$ cat config.mk
export PLATFORM = sky130hd
export DESIGN_NAME = ma_job_sequencer_flat
export DESIGN_NICKNAME = d
export VERILOG_FILES = /design/src/rtl/ma_ctrl_pkg.sv /design/src/rtl/ma_job_sequencer_if.sv /design/src/rtl/ma_operand_bank.sv /design/src/rtl/ma_job_sequencer.sv /design/src/flat_wrapper.sv
export SDC_FILE = /design/constraint.sdc
export NUM_CORES = 1
export LEC_CHECK = 0
export CAP_MARGIN = 30
export CORE_AREA = 2 2 286 288
export CTS_BUF_LIST = sky130_fd_sc_hd__clkbuf_16
export CTS_CLUSTER_SIZE = 14
export DETAILED_ROUTE_END_ITERATION = 7
export DIE_AREA = 0 0 288 290
export GPL_ROUTABILITY_DRIVEN = 1
export PLACE_DENSITY_LB_ADDON = 0.25
export SLEW_MARGIN = 20
export SYNTH_ARGS = -nofsm -noshare
export SYNTH_HDL_FRONTEND = slang
export SYNTH_HIERARCHICAL = 1
export SYNTH_SLANG_ARGS = --single-unit
$ cat constraint.sdc
create_clock -name clk -period 7.04 [get_ports clk]
set_input_delay 1.408 -clock clk [delete_from_list [all_inputs] [get_ports clk]]
set_output_delay 1.408 -clock clk [all_outputs]
set_load 0.03 [all_outputs]
$ cat src/rtl/ma_ctrl_pkg.sv
// Shared types and sizing for the matrix-accelerator job sequencer.
// Kernel edge, slot counts, operand width and the sequencer state encoding.
package ma_ctrl_pkg;

    localparam int KERNEL_SIZE_DEF = 3;
    localparam int N               = KERNEL_SIZE_DEF * KERNEL_SIZE_DEF;
    localparam int SLOT_W          = $clog2(N);
    localparam int OP_W            = 32;

    typedef enum logic [2:0] {
        IDLE  = 3'd0,
        LOAD  = 3'd1,
        START = 3'd2,
        WAIT  = 3'd3,
        HOLD  = 3'd4
    } seq_state_t;

endpackage

$ cat src/rtl/ma_job_sequencer_if.sv
// Host-side bundle of the job sequencer: kernel writes, window stream and result stream.
// The master modport is the host fabric and the slave modport is the sequencer.
interface ma_job_sequencer_if
    import ma_ctrl_pkg::*;
#(
    parameter int SLOT_BITS = SLOT_W
);

    logic                 kern_wr_en;
    logic [SLOT_BITS-1:0] kern_wr_addr;
    logic [OP_W-1:0]      kern_wr_data;

    logic                 win_valid;
    logic                 win_ready;
    logic [OP_W-1:0]      win_data;

    logic                 res_valid;
    logic                 res_ready;
    logic [OP_W-1:0]      res_data;

    modport master (
        output kern_wr_en, kern_wr_addr, kern_wr_data,
        output win_valid, win_data,
        input  win_ready,
        input  res_valid, res_data,
        output res_ready
    );

    modport slave (
        input  kern_wr_en, kern_wr_addr, kern_wr_data,
        input  win_valid, win_data,
        output win_ready,
        output res_valid, res_data,
        input  res_ready
    );

endinterface

$ cat src/rtl/ma_operand_bank.sv
// DEPTH x DW register file with indexed write, synchronous clear and a flat read-out bus.
// Slot k of the flat bus sits at [k*DW +: DW].
module ma_operand_bank
    import ma_ctrl_pkg::*;
#(
    parameter int DEPTH = N,
    parameter int AW    = $clog2(DEPTH),
    parameter int DW    = OP_W
) (
    input  logic                clk,
    input  logic                clr,
    input  logic                we,
    input  logic [AW-1:0]       waddr,
    input  logic [DW-1:0]       wdata,
    output logic [DEPTH*DW-1:0] flat
);

    // Clear wins over write so a reset on the same cycle as a write leaves the bank empty.
    always_ff @(posedge clk) begin
        if (clr) begin
            flat <= '0;
        end else if (we) begin
            flat[waddr*DW +: DW] <= wdata;
        end
    end

endmodule

$ cat src/rtl/ma_job_sequencer.sv
// Job sequencer for the integer matrix accelerator: kernel bank, window collection, mStart, result return.
// Optional watchdog on the accelerator response is enabled by defining MA_TIMEOUT_EN.
module ma_job_sequencer
    import ma_ctrl_pkg::*;
#(
    parameter int KERNEL_SIZE = KERNEL_SIZE_DEF,
    parameter int ADDR_WIDTH  = $clog2(KERNEL_SIZE**4),
    parameter int TIMEOUT_CYC = 256
) (
    input  logic                                      clk,
    input  logic                                      rst,
    ma_job_sequencer_if.slave                         host,
    input  logic                                      cfg_direct,
    input  logic [ADDR_WIDTH-1:0]                     cfg_addr_sel,
    output logic                                      busy,
    output logic                                      err,
    output logic [KERNEL_SIZE*KERNEL_SIZE*OP_W-1:0]   ma_multiplier,
    output logic [KERNEL_SIZE*KERNEL_SIZE*OP_W-1:0]   ma_multiplicand,
    output logic [KERNEL_SIZE*KERNEL_SIZE-1:0]        ma_mstart,
    output logic                                      ma_direct,
    output logic [ADDR_WIDTH-1:0]                     ma_address_select,
    input  logic [OP_W-1:0]                           ma_final_accumulate,
    input  logic                                      ma_final_ready
);

    localparam int NSLOT     = KERNEL_SIZE * KERNEL_SIZE;
    localparam int SLOT_BITS = $clog2(NSLOT);
    localparam logic [SLOT_BITS-1:0] LAST_SLOT = SLOT_BITS'(NSLOT - 1);

    seq_state_t            state;
    logic [SLOT_BITS-1:0]  slot_cnt;
    logic                  win_ready_q;
    logic                  res_valid_q;
    logic [OP_W-1:0]       res_data_q;
    logic                  win_accept;
    logic                  kern_we;

    assign host.win_ready = win_ready_q;
    assign host.res_valid = res_valid_q;
    assign host.res_data  = res_data_q;

    assign win_accept = host.win_valid && win_ready_q;

    // Kernel is only writable between jobs; out-of-range slots are dropped.
    assign kern_we = host.kern_wr_en && (state == IDLE) && (host.kern_wr_addr <= LAST_SLOT);

    ma_operand_bank #(
        .DEPTH (NSLOT),
        .AW    (SLOT_BITS),
        .DW    (OP_W)
    ) u_kernel_bank (
        .clk   (clk),
        .clr   (rst),
        .we    (kern_we),
        .waddr (host.kern_wr_addr),
        .wdata (host.kern_wr_data),
        .flat  (ma_multiplier)
    );

    // slot_cnt is zero in IDLE, so the first accepted word lands in slot 0.
    ma_operand_bank #(
        .DEPTH (NSLOT),
        .AW    (SLOT_BITS),
        .DW    (OP_W)
    ) u_window_bank (
        .clk   (clk),
        .clr   (rst),
        .we    (win_accept),
        .waddr (slot_cnt),
        .wdata (host.win_data),
        .flat  (ma_multiplicand)
    );

`ifdef MA_TIMEOUT_EN
    localparam int TMO_W = $clog2(TIMEOUT_CYC + 1);
    localparam logic [TMO_W-1:0] TMO_LAST = TMO_W'(TIMEOUT_CYC - 1);

    logic [TMO_W-1:0] tmo_cnt;
    logic             err_q;

    assign err = err_q;
`else
    assign err = 1'b0;
`endif

    // Job FSM; every output it owns is registered and updated together with the state.
    always_ff @(posedge clk) begin
        if (rst) begin
            state             <= IDLE;
            slot_cnt          <= '0;
            win_ready_q       <= 1'b1;
            busy              <= 1'b0;
            res_valid_q       <= 1'b0;
            res_data_q        <= '0;
            ma_mstart         <= '0;
            ma_direct         <= 1'b0;
            ma_address_select <= '0;
`ifdef MA_TIMEOUT_EN
            tmo_cnt           <= '0;
            err_q             <= 1'b0;
`endif
        end else begin
            ma_mstart <= '0;
`ifdef MA_TIMEOUT_EN
            err_q     <= 1'b0;
`endif
            case (state)
                IDLE: begin
                    if (win_accept) begin
                        state    <= LOAD;
                        slot_cnt <= SLOT_BITS'(1);
                        busy     <= 1'b1;
                    end
                end

                LOAD: begin
                    if (win_accept) begin
                        if (slot_cnt == LAST_SLOT) begin
                            state       <= START;
                            slot_cnt    <= '0;
                            win_ready_q <= 1'b0;
                            ma_mstart   <= '1;
                        end else begin
                            slot_cnt <= slot_cnt + 1'b1;
                        end
                    end
                end

                START: begin
                    state             <= WAIT;
                    ma_direct         <= cfg_direct;
                    ma_address_select <= cfg_addr_sel;
`ifdef MA_TIMEOUT_EN
                    tmo_cnt           <= '0;
`endif
                end

                // Operand banks cannot change here: window writes need win_ready, kernel writes need IDLE.
                WAIT: begin
                    if (ma_final_ready) begin
                        res_data_q  <= ma_final_accumulate;
                        res_valid_q <= 1'b1;
                        state       <= HOLD;
`ifdef MA_TIMEOUT_EN
                    end else if (tmo_cnt == TMO_LAST) begin
                        err_q       <= 1'b1;
                        state       <= IDLE;
                        busy        <= 1'b0;
                        win_ready_q <= 1'b1;
                    end else begin
                        tmo_cnt <= tmo_cnt + 1'b1;
`endif
                    end
                end

                HOLD: begin
                    if (host.res_ready) begin
                        res_valid_q <= 1'b0;
                        state       <= IDLE;
                        busy        <= 1'b0;
                        win_ready_q <= 1'b1;
                    end
                end

                default: begin
                    state       <= IDLE;
                    slot_cnt    <= '0;
                    busy        <= 1'b0;
                    res_valid_q <= 1'b0;
                    win_ready_q <= 1'b1;
                end
            endcase
        end
    end

endmodule
$ cat src/flat_wrapper.sv
// flat-port wrapper written by rule: the top's interface ports become plain ports
module ma_job_sequencer_flat import ma_ctrl_pkg::*;
#(
    parameter int KERNEL_SIZE = KERNEL_SIZE_DEF,
    parameter int ADDR_WIDTH  = $clog2(KERNEL_SIZE**4),
    parameter int TIMEOUT_CYC = 256
)
  (clk, rst, cfg_direct, cfg_addr_sel, busy, err, ma_multiplier, ma_multiplicand, ma_mstart, ma_direct, ma_address_select, ma_final_accumulate, ma_final_ready, host_kern_wr_en, host_kern_wr_addr, host_kern_wr_data, host_win_valid, host_win_data, host_win_ready, host_res_valid, host_res_data, host_res_ready);
  ma_job_sequencer_if host_i ();
  input  logic clk;
  input  logic rst;
  input  logic cfg_direct;
  input  logic [ADDR_WIDTH-1:0] cfg_addr_sel;
  output logic busy;
  output logic err;
  output logic [KERNEL_SIZE*KERNEL_SIZE*OP_W-1:0] ma_multiplier;
  output logic [KERNEL_SIZE*KERNEL_SIZE*OP_W-1:0] ma_multiplicand;
  output logic [KERNEL_SIZE*KERNEL_SIZE-1:0] ma_mstart;
  output logic ma_direct;
  output logic [ADDR_WIDTH-1:0] ma_address_select;
  input  logic [OP_W-1:0] ma_final_accumulate;
  input  logic ma_final_ready;
  input wire logic [$bits(host_i.kern_wr_en)-1:0] host_kern_wr_en;
  input wire logic [$bits(host_i.kern_wr_addr)-1:0] host_kern_wr_addr;
  input wire logic [$bits(host_i.kern_wr_data)-1:0] host_kern_wr_data;
  input wire logic [$bits(host_i.win_valid)-1:0] host_win_valid;
  input wire logic [$bits(host_i.win_data)-1:0] host_win_data;
  output wire logic [$bits(host_i.win_ready)-1:0] host_win_ready;
  output wire logic [$bits(host_i.res_valid)-1:0] host_res_valid;
  output wire logic [$bits(host_i.res_data)-1:0] host_res_data;
  input wire logic [$bits(host_i.res_ready)-1:0] host_res_ready;
  assign host_i.kern_wr_en = host_kern_wr_en;
  assign host_i.kern_wr_addr = host_kern_wr_addr;
  assign host_i.kern_wr_data = host_kern_wr_data;
  assign host_i.win_valid = host_win_valid;
  assign host_i.win_data = host_win_data;
  assign host_win_ready = host_i.win_ready;
  assign host_res_valid = host_i.res_valid;
  assign host_res_data = host_i.res_data;
  assign host_i.res_ready = host_res_ready;
  ma_job_sequencer #(.KERNEL_SIZE(KERNEL_SIZE), .ADDR_WIDTH(ADDR_WIDTH), .TIMEOUT_CYC(TIMEOUT_CYC)) u_core (.clk(clk), .rst(rst), .host(host_i), .cfg_direct(cfg_direct), .cfg_addr_sel(cfg_addr_sel), .busy(busy), .err(err), .ma_multiplier(ma_multiplier), .ma_multiplicand(ma_multiplicand), .ma_mstart(ma_mstart), .ma_direct(ma_direct), .ma_address_select(ma_address_select), .ma_final_accumulate(ma_final_accumulate), .ma_final_ready(ma_final_ready));
endmodule
==> qor.txt <==
PwrDens: 224 nW/um^2
layout cells sized above 1: 0.0529
P_leak: 11.4 nW
CTS root buffer: clkbuf_16
FF-to-FF Start: u_core/slot_cnt[2]$_SDFFE_PP0P_
GR Util met3: 0.0808
post-synth top area share: 0.505
worst skew pair latency: 0.63 ns
CP Class: input port to register
IO Port Bufs: 741
Distinct cells, synth: 63
crit-path max FO: 39
clk_skew: 0.0253 ns
final setup fails: 0
met1 Usage GRT: 0.290
Synth Warn #: 6
Post-DP HPWL: 72500 microns
global-route wire length before repair: 151000 microns
fin nets: 3459
Hold Path End: u_core/u_window_bank/flat[54]$_SDFFE_PP0P_
Critical Path Start Type: input port
RSZ-0062 raised after global routing: no
die area: 83500 sq um
top area cells in the synthesized netlist: dfxtp_1, nand3b_1, nand2_1
async set-or-reset flop fraction in the synthesized netlist: 0
worst hold path startpoint: u_core/u_window_bank/flat[54]$_SDFFE_PP0P_
core area: 80200 sq um
Routed Antenna Nets: 0
initial DRC count: 1889
clk slew on worst S/H paths: 0.06 ns
Total GRT Usage: 0.238
CTS tree: done
clock sink count: 627
vias in the first global route: 21500
num rows: 104
fmax: 233 MHz
vias per cell: 5.22
Final Non-Filler Cells: 4448
IO Count: 743
initial antenna violation count: 7
CP Capture Type: register
gr ovfl total: 0
worst reg2reg path depth: 8
TritonCTS Buffers: 73
die width: 288 microns
WL final: 105000 microns
Synth Flop Type: dfxtp_1
post-CTS setup buffer count: 0
most used routing layer: met2
vias: 23200
Post-synth EDFFs: 0
Synth Register Bits: 627
Syn Inst Count: 2789
Post-CTS Resized: 0
DRC violations left: 0
Seq/Total Area, Yosys: 0.505
met2 usage: 0.384
R2R Path End: u_core/u_window_bank/flat[217]$_SDFFE_PP0P_
top post-synthesis cells by count: dfxtp_1, nand2_1, nand3b_1, a21oi_1, clkbuf_1
starting density of the core: 0.310
count leader, synth: dfxtp_1
drt wl/cell: 23.6 microns
Worst Path Required: 7.58 ns
CTS max path bufs: 3
relative slew slack: 0.325
Avg Synthesized Cell Area: 8.91 sq um
Final Hold Viols: 0
FF-to-FF setup slack: 3.65 ns
Post-Synthesis Net Count: 2909
worst hold stages: 2
setup_tns: 0 ns
Placed Cells: 4322
status: finished, final reports clean
largest net degree at the start of global routing: 224
Hold WC Path Type: register to register
Detailed Routing Iterations Pass 1: 6
area growth from synthesis to layout: 40.9%
Slew Limit Fails: 0
RePlAce Congestion: 0.858
final worst-path cycle share: 0.610
Final min period: 4.30 ns
hold_buf cts: 0
worst path arrival time: 4.83 ns
die height: 290 microns
Yosys top cell by area: dfxtp_1
Worst Max-Slew Pin Slew: 1.01 ns
max cap viols: 0
htree depth: 3
VDD IR max: 179 uV
synthesized area: 24900 sq um
power consumption: 7.84 mW
-- flip-flops by register name, indices dropped and copies added, names as in the netlist --
register,count
u_core/busy,1
u_core/u_kernel_bank/flat,288
u_core/slot_cnt,4
u_core/ma_address_select,7
u_core/u_window_bank/flat,288
u_core/host.res_valid,1
u_core/ma_direct,1
u_core/host.win_ready,1
u_core/state,3
u_core/host.res_data,32
u_core/ma_mstart,1
-- critical path: stages --
cell and delay, ns:
clkdlybuf4s50_1 0.64, inv_1 0.12, ha_1 0.60, or3b_4 0.52, or3_2 0.74, buf_12 0.27, or3b_1 0.38, a21oi_1 0.14
-- placed cells by master (no fill, tap or decap), types with 3 or more instances in the layout --
cell             Yosys  layout
nor2_4               0       3
clkinv_2             0       5
a21oi_1            259     259
nand4b_1             4       4
and3b_1              6       6
or3b_1               5       5
ha_1                 6       6
o211ai_1             4       4
clkbuf_16            0      74
o21ai_1             12      12
nor3_1               9       8
nand3_2              0       3
nand2b_1           134     134
and2_1               3       3
or3b_2               3       3
o21ai_0            188     188
nand3_1            132     129
o41ai_1              3       3
diode_2              0       3
bufinv_16            0       4
nor2_1              22      17
nor3b_1              3       3
buf_12               0       6
clkinv_1             0      22
o31ai_1            157     157
nand3b_1           264     264
buf_4               38      40
clkdlybuf4s50_1      0     740
nand2_1            367     367
dfxtp_1            627     626
nand4_1            121     121
clkinv_8             0       4
inv_1               13      21
nor2b_1              6       5
mux2i_1             73      73
-- where the power goes --
| part | internal [mW] | switching [mW] |
|---|---|---|
| Sequential | 3.57 | 0.0177 |
| Combinational | 0.192 | 0.424 |
| Clock | 2.06 | 1.58 |
| Total | 5.82 | 2.02 |
-- kinds of logic after synthesis --
kind of cell,after synthesis,synth area share
and+or+nand+nor,1106,0.251
AOI/OAI and AO/OA,646,0.150
DFF,627,0.505
buffers and inverters,327,0.0592
muxes,73,0.0294
adders and majority gates,6,0.00302
xor gates and xnor gates,3,0.00136
other,1,0.000151
-- final cells by class --
| type | instances | area (sq um) |
|---|---|---|
| fill | 7918 | 45100 |
| clock buffer | 74 | 1850 |
| tap | 1060 | 1330 |
| timing repair buffer | 789 | 7880 |
| multi-input combinational | 1835 | 11000 |
| inverter | 13 | 48.8 |
| clock inverter | 47 | 398 |
| antenna | 3 | 7.51 |
| sequential | 627 | 12600 |
-- worst max path at each step --
| stage | startpoint | endpoint | slack, ns |
|---|---|---|---|
| 5_1_grt | host_kern_wr_addr[0] | u_core/u_kernel_bank/flat[100]$_SDFFE_PP0P_ | 2.60 |
| 4_1_cts | host_kern_wr_addr[0] | u_core/u_kernel_bank/flat[100]$_SDFFE_PP0P_ | 2.78 |
| 6_report | host_kern_wr_addr[0] | u_core/u_kernel_bank/flat[100]$_SDFFE_PP0P_ | 2.74 |
| 2_1_floorplan | host_kern_wr_addr[2] | u_core/u_kernel_bank/flat[22]$_SDFFE_PP0P_ | 3.57 |
| 3_3_place_gp | host_kern_wr_addr[0] | u_core/u_kernel_bank/flat[97]$_SDFFE_PP0P_ | 2.07 |
| 3_5_place_dp | host_kern_wr_addr[0] | u_core/u_kernel_bank/flat[97]$_SDFFE_PP0P_ | 2.12 |
-- per-layer routing --
layer  vias up  routed length (microns)
met5         -                       56
met4        10                     4020
met3       179                     9890
met2       904                    48800
met1     11200                    42300
li1      10900                        -
-- per-stage QoR --
step	setup WS [ns]	hold slack (ns)	utilization	cell area, sq um
final	2.74	0.450	0.437	35000
after global routing	2.60	0.465	0.437	35000
after CTS	2.78	0.452	0.436	35000
after detailed placement	2.12	0.443	0.408	32700
after global placement	2.07	0.437	0.407	32600
after floorplan	3.57	0.518	-	24900
No activity file was read; power rests on OpenSTA's default activity.
